File: src/rtl/writeback_arbiter_pkg.sv
// Shared types for the register-file writeback arbiter: register addresses and
// the queued source-B result entry.
package writeback_arbiter_pkg;

  localparam int DATA_W = 32;

  typedef logic [4:0] reg_addr_t;

  localparam reg_addr_t REG_ZERO = 5'd0;

  // The data field is sized for the widest result the arbiter may carry.
  typedef struct packed {
    reg_addr_t         addr;
    logic [DATA_W-1:0] data;
    logic              live;
  } wb_entry_t;

  function automatic logic [31:0] reg_onehot(input reg_addr_t a);
    return 32'd1 << a;
  endfunction

endpackage

File: src/rtl/wb_fifo.sv
// Circular buffer of source-B results with per-slot live bits, parallel
// cancel-by-address and a head-peek output.
module wb_fifo
  import writeback_arbiter_pkg::*;
#(
  parameter int DEPTH = 4,
  localparam int AW   = $clog2(DEPTH)
) (
  input  logic             clk,
  input  logic             reset,
  input  logic             i_push,
  input  wb_entry_t        i_push_entry,
  input  logic             i_pop,
  input  reg_addr_t        i_cancel_addr,
  output wb_entry_t        o_head,
  output logic             o_head_valid,
  output logic [AW:0]      o_count,
  output logic [DEPTH-1:0] o_slot_live,
  output reg_addr_t        o_slot_addr [DEPTH]
);

  reg_addr_t         r_addr [DEPTH];
  logic [DATA_W-1:0] r_data [DEPTH];
  logic [DEPTH-1:0]  r_occ;
  logic [DEPTH-1:0]  r_live;
  logic [AW-1:0]     r_head;
  logic [AW-1:0]     r_tail;
  logic [AW:0]       r_count;

  logic w_push;
  logic w_pop;

  // DEPTH is a power of two, so the MSB of the count alone flags "full".
  assign w_push = i_push && !r_count[AW];
  assign w_pop  = i_pop && r_occ[r_head];

  always_ff @(posedge clk or posedge reset) begin
    if (reset) begin
      r_occ   <= '0;
      r_live  <= '0;
      r_head  <= '0;
      r_tail  <= '0;
      r_count <= '0;
    end else begin
      for (int i = 0; i < DEPTH; i++) begin
        if (i_cancel_addr != REG_ZERO && r_addr[i] == i_cancel_addr) begin
          r_live[i] <= 1'b0;
        end
      end
      if (w_pop) begin
        r_occ[r_head] <= 1'b0;
        r_head        <= r_head + AW'(1);
      end
      // A push never targets an occupied slot, so it safely overrides a cancel.
      if (w_push) begin
        r_occ[r_tail]  <= 1'b1;
        r_live[r_tail] <= i_push_entry.live;
        r_tail         <= r_tail + AW'(1);
      end
      case ({w_push, w_pop})
        2'b10:   r_count <= r_count + 1'b1;
        2'b01:   r_count <= r_count - 1'b1;
        default: r_count <= r_count;
      endcase
    end
  end

  // NOTE: the payload array carries no reset; an unoccupied slot is masked by
  // r_occ, so clearing storage would only add reset fan-out.
  always_ff @(posedge clk) begin
    if (w_push) begin
      r_addr[r_tail] <= i_push_entry.addr;
      r_data[r_tail] <= i_push_entry.data;
    end
  end

  always_comb begin
    for (int i = 0; i < DEPTH; i++) begin
      o_slot_addr[i] = r_addr[i];
    end
  end

  assign o_head       = '{addr: r_addr[r_head], data: r_data[r_head], live: r_live[r_head]};
  assign o_head_valid = r_occ[r_head];
  assign o_count      = r_count;
  assign o_slot_live  = r_occ & r_live;

endmodule

File: src/rtl/writeback_arbiter.sv
// Merges the in-order writeback (A) and the buffered long-latency unit (B) onto
// the single register-file write port, and exports the pending-write mask.
module writeback_arbiter
  import writeback_arbiter_pkg::*;
#(
  parameter int DEPTH = 4,
  parameter int W     = DATA_W
) (
  input  logic                   clk,
  input  logic                   reset,
  input  logic [4:0]             a_addr,
  input  logic [W-1:0]           a_data,
  input  logic                   b_valid,
  input  logic [4:0]             b_addr,
  input  logic [W-1:0]           b_data,
  output logic                   b_ready,
  output logic [4:0]             wr_addr,
  output logic [W-1:0]           wr_data,
  output logic [31:0]            pending,
  output logic [$clog2(DEPTH):0] count
);

  localparam int AW = $clog2(DEPTH);

  wb_entry_t        w_head;
  wb_entry_t        w_push_entry;
  logic             w_head_valid;
  logic             w_head_live;
  logic             w_a_active;
  logic             w_push;
  logic             w_pop;
  logic [AW:0]      w_count;
  logic [DEPTH-1:0] w_slot_live;
  reg_addr_t        w_slot_addr [DEPTH];
  logic [31:0]      w_pending;

  assign w_a_active  = (a_addr != REG_ZERO);
  assign w_head_live = w_head_valid && w_head.live;

  // A dead head leaves in any cycle; a live one only after it has written.
  assign w_pop = w_head_valid && (!w_head.live || !w_a_active);

  assign b_ready = !reset && !w_count[AW];

  // An accepted B result aimed at r0, or at the register A writes this cycle,
  // is dropped: A is younger and would overwrite it anyway.
  assign w_push = b_valid && b_ready && (b_addr != REG_ZERO)
                  && !(w_a_active && b_addr == a_addr);

  assign w_push_entry = '{addr: b_addr, data: DATA_W'(b_data), live: 1'b1};

  wb_fifo #(.DEPTH(DEPTH)) u_fifo (
    .clk           (clk),
    .reset         (reset),
    .i_push        (w_push),
    .i_push_entry  (w_push_entry),
    .i_pop         (w_pop),
    .i_cancel_addr (a_addr),
    .o_head        (w_head),
    .o_head_valid  (w_head_valid),
    .o_count       (w_count),
    .o_slot_live   (w_slot_live),
    .o_slot_addr   (w_slot_addr)
  );

  // NOTE: every output of this block gets a default first so no path through
  // the if-chain can infer a latch.
  always_comb begin
    wr_addr = REG_ZERO;
    wr_data = '0;
    if (!reset) begin
      if (w_a_active) begin
        wr_addr = a_addr;
        wr_data = a_data;
      end else if (w_head_live) begin
        wr_addr = w_head.addr;
        wr_data = W'(w_head.data);
      end
    end
  end

  always_comb begin
    w_pending = '0;
    for (int i = 0; i < DEPTH; i++) begin
      if (w_slot_live[i]) begin
        w_pending = w_pending | reg_onehot(w_slot_addr[i]);
      end
    end
  end

  assign pending = {w_pending[31:1], 1'b0};
  assign count   = w_count;

endmodule

File: config.mk
export PLATFORM = sky130hd
export DESIGN_NAME = writeback_arbiter
export DESIGN_NICKNAME = d
export VERILOG_FILES = /design/src/rtl/writeback_arbiter_pkg.sv /design/src/rtl/wb_fifo.sv /design/src/rtl/writeback_arbiter.sv
export SDC_FILE = /design/constraint.sdc
export NUM_CORES = 1
export LEC_CHECK = 0
export BUFFER_PORTS_ARGS = -buffer_cell sky130_fd_sc_hd__buf_2
export CAP_MARGIN = 20
export CORE_MARGIN = 3
export CORE_UTILIZATION = 57
export DETAILED_ROUTE_END_ITERATION = 10
export PLACE_DENSITY = 0.81
export SYNTH_ARGS = -nofsm -noshare
export SYNTH_HDL_FRONTEND = slang
export SYNTH_SLANG_ARGS = --single-unit
File: constraint.sdc
create_clock -name clk -period 3.47 [get_ports clk]
set_input_delay 0.1735 -clock clk [delete_from_list [all_inputs] [get_ports clk]]
set_output_delay 0.1735 -clock clk [all_outputs]
set_load 0.005 [all_outputs]
* Yosys cells after proc, flatten, opt, wreduce, memory -nomap -nowiden
Memory sizes are Yosys's and may differ from the RTL's.
Cells that the tools add are included.
** Storage, ports and cells
- Bits in writable memories :: 148
- Logic and storage cells :: 86
- Memories kept :: 2
- Output and inout bits :: 73
- Input port bits :: 77
- Flip-flop bits (word level) :: 15
** Cells by class
- Reductions and logical operators :: 24
- Shift-type cells :: 4
- Add/subtract/negate cells :: 4
- Muxes and demuxes :: 28
- Eq/ne operators :: 7
- Magnitude comparators :: 4
- Bitwise logic cells :: 8
** Memories
- u_fifo.r_data :: depth 4, width 32, rd ports 1, clocked after Yosys merged registers in 0, write ports 1, RTL line wb_fifo.sv:23 : logic [DATA_W-1:0] r_data [DEPTH];
- u_fifo.r_addr :: depth 4, width 5, rd ports 5, clocked after Yosys merged registers in 0, write ports 1, RTL line wb_fifo.sv:22 : reg_addr_t r_addr [DEPTH];
** Operators by type and width (count)
- two-way mux 32 bit :: 7
- << shifter 1 x 5 -> 32 bit (first input constant) :: 4
- OR 32 bit :: 3
- == test 5 bit :: 5
- logical AND 1 bit :: 15
- two-way mux 5 bit :: 3
- two-way mux 4 bit :: 3
- two-way mux 1 bit :: 10
- nonzero test 5 bit :: 2
- bitwise AND 4 bit :: 2
- OR 4 bit :: 2
- < comparator 2 x 3 -> 1 bit (second input constant) :: 2
- case mux 3 bit (2 select lines) :: 1
- zero test 1 bit :: 5
- adder 2 x 1 -> 2 bit (second input constant) :: 2
- binary-select mux 1 bit (select 2 bit) :: 2
- demux 1 bit (select 2 bit) :: 2
- >= comparator 2 x 1 -> 1 bit (second input constant) :: 2
- inverter 4 bit :: 1
- adder 3 x 1 -> 3 bit (second input constant) :: 1
- subtractor 3 x 1 -> 3 bit (second input constant) :: 1
- == test 2 x 1 -> 1 bit (second input constant) :: 1
- == test 2 bit (second input constant) :: 1
- nonzero test 2 bit :: 1
- logical OR 1 bit :: 1

* Logic depth before layout (Yosys ltp)
- Depth in word-level cells :: 9
- Mapped depth :: 12
- Depth with buffers taken out :: 10

* Cells and area by module
A second synthesis with hierarchy kept.
** Unflattened totals
- Cells, all modules :: 594
- Area, all modules :: 8415.6 µm²
** By module, submodules not included
- wb_fifo :: area an instance 6512.5 µm², times used 1, cells an instance 308
- writeback_arbiter :: area an instance 1903.1 µm², times used 1, cells an instance 286

* Worst setup path after synthesis
Ideal clock, no wire load.
- Path type :: input to register
- Start :: input port a_addr[0]
- End :: memory u_fifo.r_addr[0][0] (netlist bit) (enable)
- Data arrival time :: 2216 ps
- Data required time :: 3072 ps
- Slack :: 856 ps
- Cell stages on the path :: 6
- Path through :: buf_2 nor3_1 nand2_2 a31oi_4 buf_4 and2_1
** On the way
- Longest elaborated chain between the ends :: 7
- Elaborated cells on any way between the ends :: 8
- Those cells by class :: eq/ne: 1; mux: 2; reduce/logical: 5
** RTL lines
- start, declared :: RTL line writeback_arbiter.sv:11 : input logic [4:0] a_addr,
- == test 5 bit / nonzero test 5 bit (equally long branches) :: RTL line writeback_arbiter.sv:48, writeback_arbiter.sv:37
- logical AND 1 bit * :: RTL line writeback_arbiter.sv:48 : && !(w_a_active && b_addr == a_addr);
- zero test 1 bit * :: RTL line writeback_arbiter.sv:48
- logical AND 1 bit * :: RTL line writeback_arbiter.sv:48
- logical AND 1 bit * :: RTL line wb_fifo.sv:34 : assign w_push = i_push && !r_count[AW];
- two-way mux 1 bit * :: RTL line wb_fifo.sv:71 : if (w_push) begin
- two-way mux 1 bit (not written as such) * :: RTL line wb_fifo.sv:72 : r_addr[r_tail] <= i_push_entry.addr;
- end, declared :: RTL line wb_fifo.sv:22
Mark *: on every way between the ends. The rest lies on a longest branch, timed or not.

* Worst setup path in the final report
- Start :: register u_fifo.r_head[0]
- End :: output port wr_data[2]
** On the way
- Longest elaborated chain between the ends :: 6
- Elaborated cells on any way between the ends :: 9
- Those cells by class :: mux: 7; reduce/logical: 1; memory: 1
** RTL lines
- start, declared :: RTL line wb_fifo.sv:26 : logic [AW-1:0] r_head;
- start signal, assigned :: RTL line wb_fifo.sv:52 : r_head <= r_head + AW'(1);
- binary-select mux 1 bit (select 2 bit) (on tied branches) :: RTL line wb_fifo.sv:84, wb_fifo.sv:83
- two-way mux 1 bit (on tied branches) :: RTL line wb_fifo.sv:84, wb_fifo.sv:83
- logical AND 1 bit :: RTL line writeback_arbiter.sv:38 : assign w_head_live = w_head_valid && w_head.live;
- two-way mux 32 bit * :: RTL line writeback_arbiter.sv:75 : end else if (w_head_live) begin
- two-way mux 32 bit * :: RTL line writeback_arbiter.sv:72 : if (w_a_active) begin
- two-way mux 32 bit * :: RTL line writeback_arbiter.sv:71 : if (!reset) begin
- end, declared :: RTL line writeback_arbiter.sv:18 : output logic [W-1:0] wr_data,
Mark *: on every way between the ends. The rest lies on a longest branch, timed or not. The select of a mux whose other input is x is not followed.

==> results_dict.tcl <==
set metrics [dict create \
    status "finished, final reports clean" \
    period_minus_slack_ps 2730 \
    nNetsFinal 820 \
    required_ps 3300 \
    grt_util_all_layers_pct 30.1 \
    cts_setup_buffers 0 \
    async_reset_ff_share_pct 9.20 \
    synth_edf_count 148 \
    port_buffers 148 \
    grt_overflow 0 \
    power.leakage_uw 0.00372 \
    powerDensity_nw_per_um2 639 \
    maxCapViolations 0 \
    synthXorXnorAreaFrac_pct 3.20 \
    max_stage_delay_ps 630 \
    setup_tns_ps 0 \
    synth-adder-area-share_pct 1.61 \
    diodes 0 \
    netlist_area_sq_um 8220 \
    wl_per_cell_microns 25.5 \
    h-tree-depth 4 \
    num_vias 6064 \
    internal_power_uw 4460 \
    p_seq_share_pct 40.4 \
    core_area_sq_um 14000 \
    crit_type "reg -> out" \
    worst_setup_path_start_kind "flop" \
    cp_max_fo 41 \
    clockBufferDepth 2 \
    grt_max_degree 42 \
    ant_nets 0 \
    synth_seq_cells 163 \
    hpwl_microns 15200 \
    clk_pin_slew_ps 70 \
    root_buffer "clkbuf_16" \
    place_area_sq_um 9080 \
    synth_compound_gate_area_share_pct 12.3 \
    sw_frac_of_total_pct 30.5 \
    clock_skew_ps 9.19 \
    drc 0 \
    crit_chain "buf_4 > mux4_2 > a22oi_1 > nor2_1 > buf_2" \
    synthCells 569 \
    crit_arrival_ps 2550 \
    initial_utilization_pct 58.8 \
    worst_slack_ps 743 \
    cp_slowest_cell "buf_4" \
    via_per_inst 6.55 \
    synth_top_family_by_area "compound AO/OA/AOI/OAI gates" \
    switchingPower_uw 1950 \
    die_w_microns 126 \
    ios 150 \
    insertion_delay_ps 420 \
    cts_buffers 17 \
    die_height_microns 126 \
    hold_viol_final 0 \
    finalSetupViolCount 0 \
    synth_mux_area_share_pct 11.1 \
    combPwrFrac_pct 28.8 \
    final_area_sq_um 10000 \
    cts_tree "done" \
    cts_resized 0 \
    pwr-share-clk_pct 30.8 \
    drt_pass1_iterations 5 \
    gp_congestion 0.972 \
    grt_pass1_vias 6275 \
    ys.flop_type "edfxtp_1" \
    maxUsedRoutingLayer "met4" \
    yosys_warnings 0 \
    wl_microns 23600 \
    seq_area_frac_synth_pct 58.6 \
    yosys.cell_types.count 51 \
    vdd_drop_max_uv 516 \
    cts.sinks 163 \
    worst-r2r-setup-slack_ps 920 \
    wl_met1_microns 8720 \
    maxSlewHeadroom_pct 44.1 \
    layout-drive-gt1-share_pct 36.9 \
    dr_wl_met3_microns 1830 \
    dpl_worst_slack_ps 937 \
    grt_pass1_wl_microns 36200 \
    fin_total_pwr_uw 6410 \
    fmax_mhz 367 \
    synth.avg_cell_area_sq_um 14.4 \
    period_share_pct 78.6 \
    final_cell_mix "buf_2 (148), edfxtp_1 (148), nor2_1 (59), mux4_2 (39), dlygate4sd3_1 (32)" \
    die-area_sq_um 15900 \
    yosys.area_share.simple_pct 9.56 \
    antenna_found_initial 0 \
    rows 43 \
    hold_path.class "in -> reg" \
    synth_fp_nets 656 \
    drt_iter0_markers 676 \
    drv_slew 0 \
    rsz0062_at_grt "false" \
    wl_met2_microns 12400 \
    endpoint_kind "output pin" \
    syn2layout_area_growth_pct 22.0 \
    worst_slew_pin_slew_ps 836 \
]
==> cells in the mapped netlist (all sizes together) (3+ instances only) <==
cell	number	area, sq um
dfrtp	15	375
or3b	5	43.8
xor2	19	166
nor2	59	221
edfxtp	148	4440
o22ai	8	50.1
nand4	8	50.1
mux4	39	878
nand4b	3	26.3
a2bb2oi	3	26.3
clkbuf	25	93.8
buf	21	139
and2	4	25.0
nand3	9	45.0
nand2	13	51.3
a211o	3	26.3
a221o	5	50.1
a22oi	45	468
nand3b	7	52.6
a22o	8	70.1
o221ai	22	193
and3b	3	26.3
ha	9	113
or3	7	43.8
nor3	15	75.1
nor3b	8	60.1
a21oi	11	70.1
xnor2	11	96.3
inv	17	63.8
==> metrics by stage <==
step                      util (%)  instances  hold slack (ps)
after floorplan                  -        569              272
after global placement        64.9        862              386
after detailed placement      64.9        862              396
after CTS                     71.7        926             10.9
after global routing          71.7        926             18.6
final                         71.7        926             22.8
==> power by group through the flow <==
| stage | logic (uW) | registers, uW | clock network, uW |
|---|---|---|---|
| final | 1850 | 2590 | 1980 |
| after global routing | 1990 | 2610 | 2070 |
| after CTS | 1860 | 2580 | 1980 |
| after detailed placement | 1770 | 2610 | 0 |
| after global placement | 1750 | 2590 | 0 |
| after floorplan | 1350 | 2530 | 0 |
==> flip-flops by register name (all words and copies together) (netlist names) <==
signal          cells
u_fifo.o_count      3
u_fifo.r_addr      20
u_fifo.r_data     128
u_fifo.r_head       2
u_fifo.r_live       4
u_fifo.r_occ        4
u_fifo.r_tail       2
==> routing by layer <==
metal  vias to the layer above  track usage, %
li1                       2594               -
met1                      3039            37.5
met2                       367            51.5
met3                        64            7.00
met4                         0            11.7
met5                         -               0
==> cell type report <==
class,count,area [sq um]
Clock inverter,15,204
Sequential cell,163,4820
Tap cell,180,225
Inverter,17,63.8
Multi-Input combinational cell,343,3110
Clock buffer,17,425
Fill cell,882,3960
Timing Repair Buffer,191,1180
==> path summary, 6_finish.rpt <==
check,startpoint,endpoint,cells after the start
max,u_fifo.r_head[0]$_DFFE_PP0N_,wr_data[2],5
min,b_addr[1],u_fifo.r_addr[1][1]$_DFFE_PP_,1
max reg2reg,u_fifo.r_live[1]$_DFF_PP0_,u_fifo.o_count[2]$_DFFE_PP0P_,10
min reg2reg,u_fifo.o_count[2]$_DFFE_PP0P_,u_fifo.o_count[2]$_DFFE_PP0P_,1
max in group asynchronous,reset,u_fifo.r_head[0]$_DFFE_PP0N_,3
min in group asynchronous,reset,u_fifo.r_live[3]$_DFF_PP0_,3
==> logic make-up after synthesis <==
logic type | count (synthesis)
multiplexers | 42
other | 1
buffers and inverters | 63
adder cells (fa/ha/maj) | 10
AO/OA/AOI/OAI | 110
XOR/XNOR | 30
flip-flops | 163
AND/OR/NAND/NOR | 150
==> worst max-delay path, delay by kind of cell (launching register included) <==
| kind | cells | cell delay, ps |
|---|---|---|
| DFF | 1 | 390 |
| muxes | 1 | 610 |
| AOI/OAI and AO/OA | 1 | 240 |
| buffers and inverters | 2 | 780 |
| and+or+nand+nor | 1 | 80 |
==> repair_timing <==
item / CTS / global route
endpoints found under the setup margin: 0 / 0
endpoints found under the hold margin: 128 / 0
hold buffers: 32 / 0
Note: power is estimated with default switching activity, not from simulation.
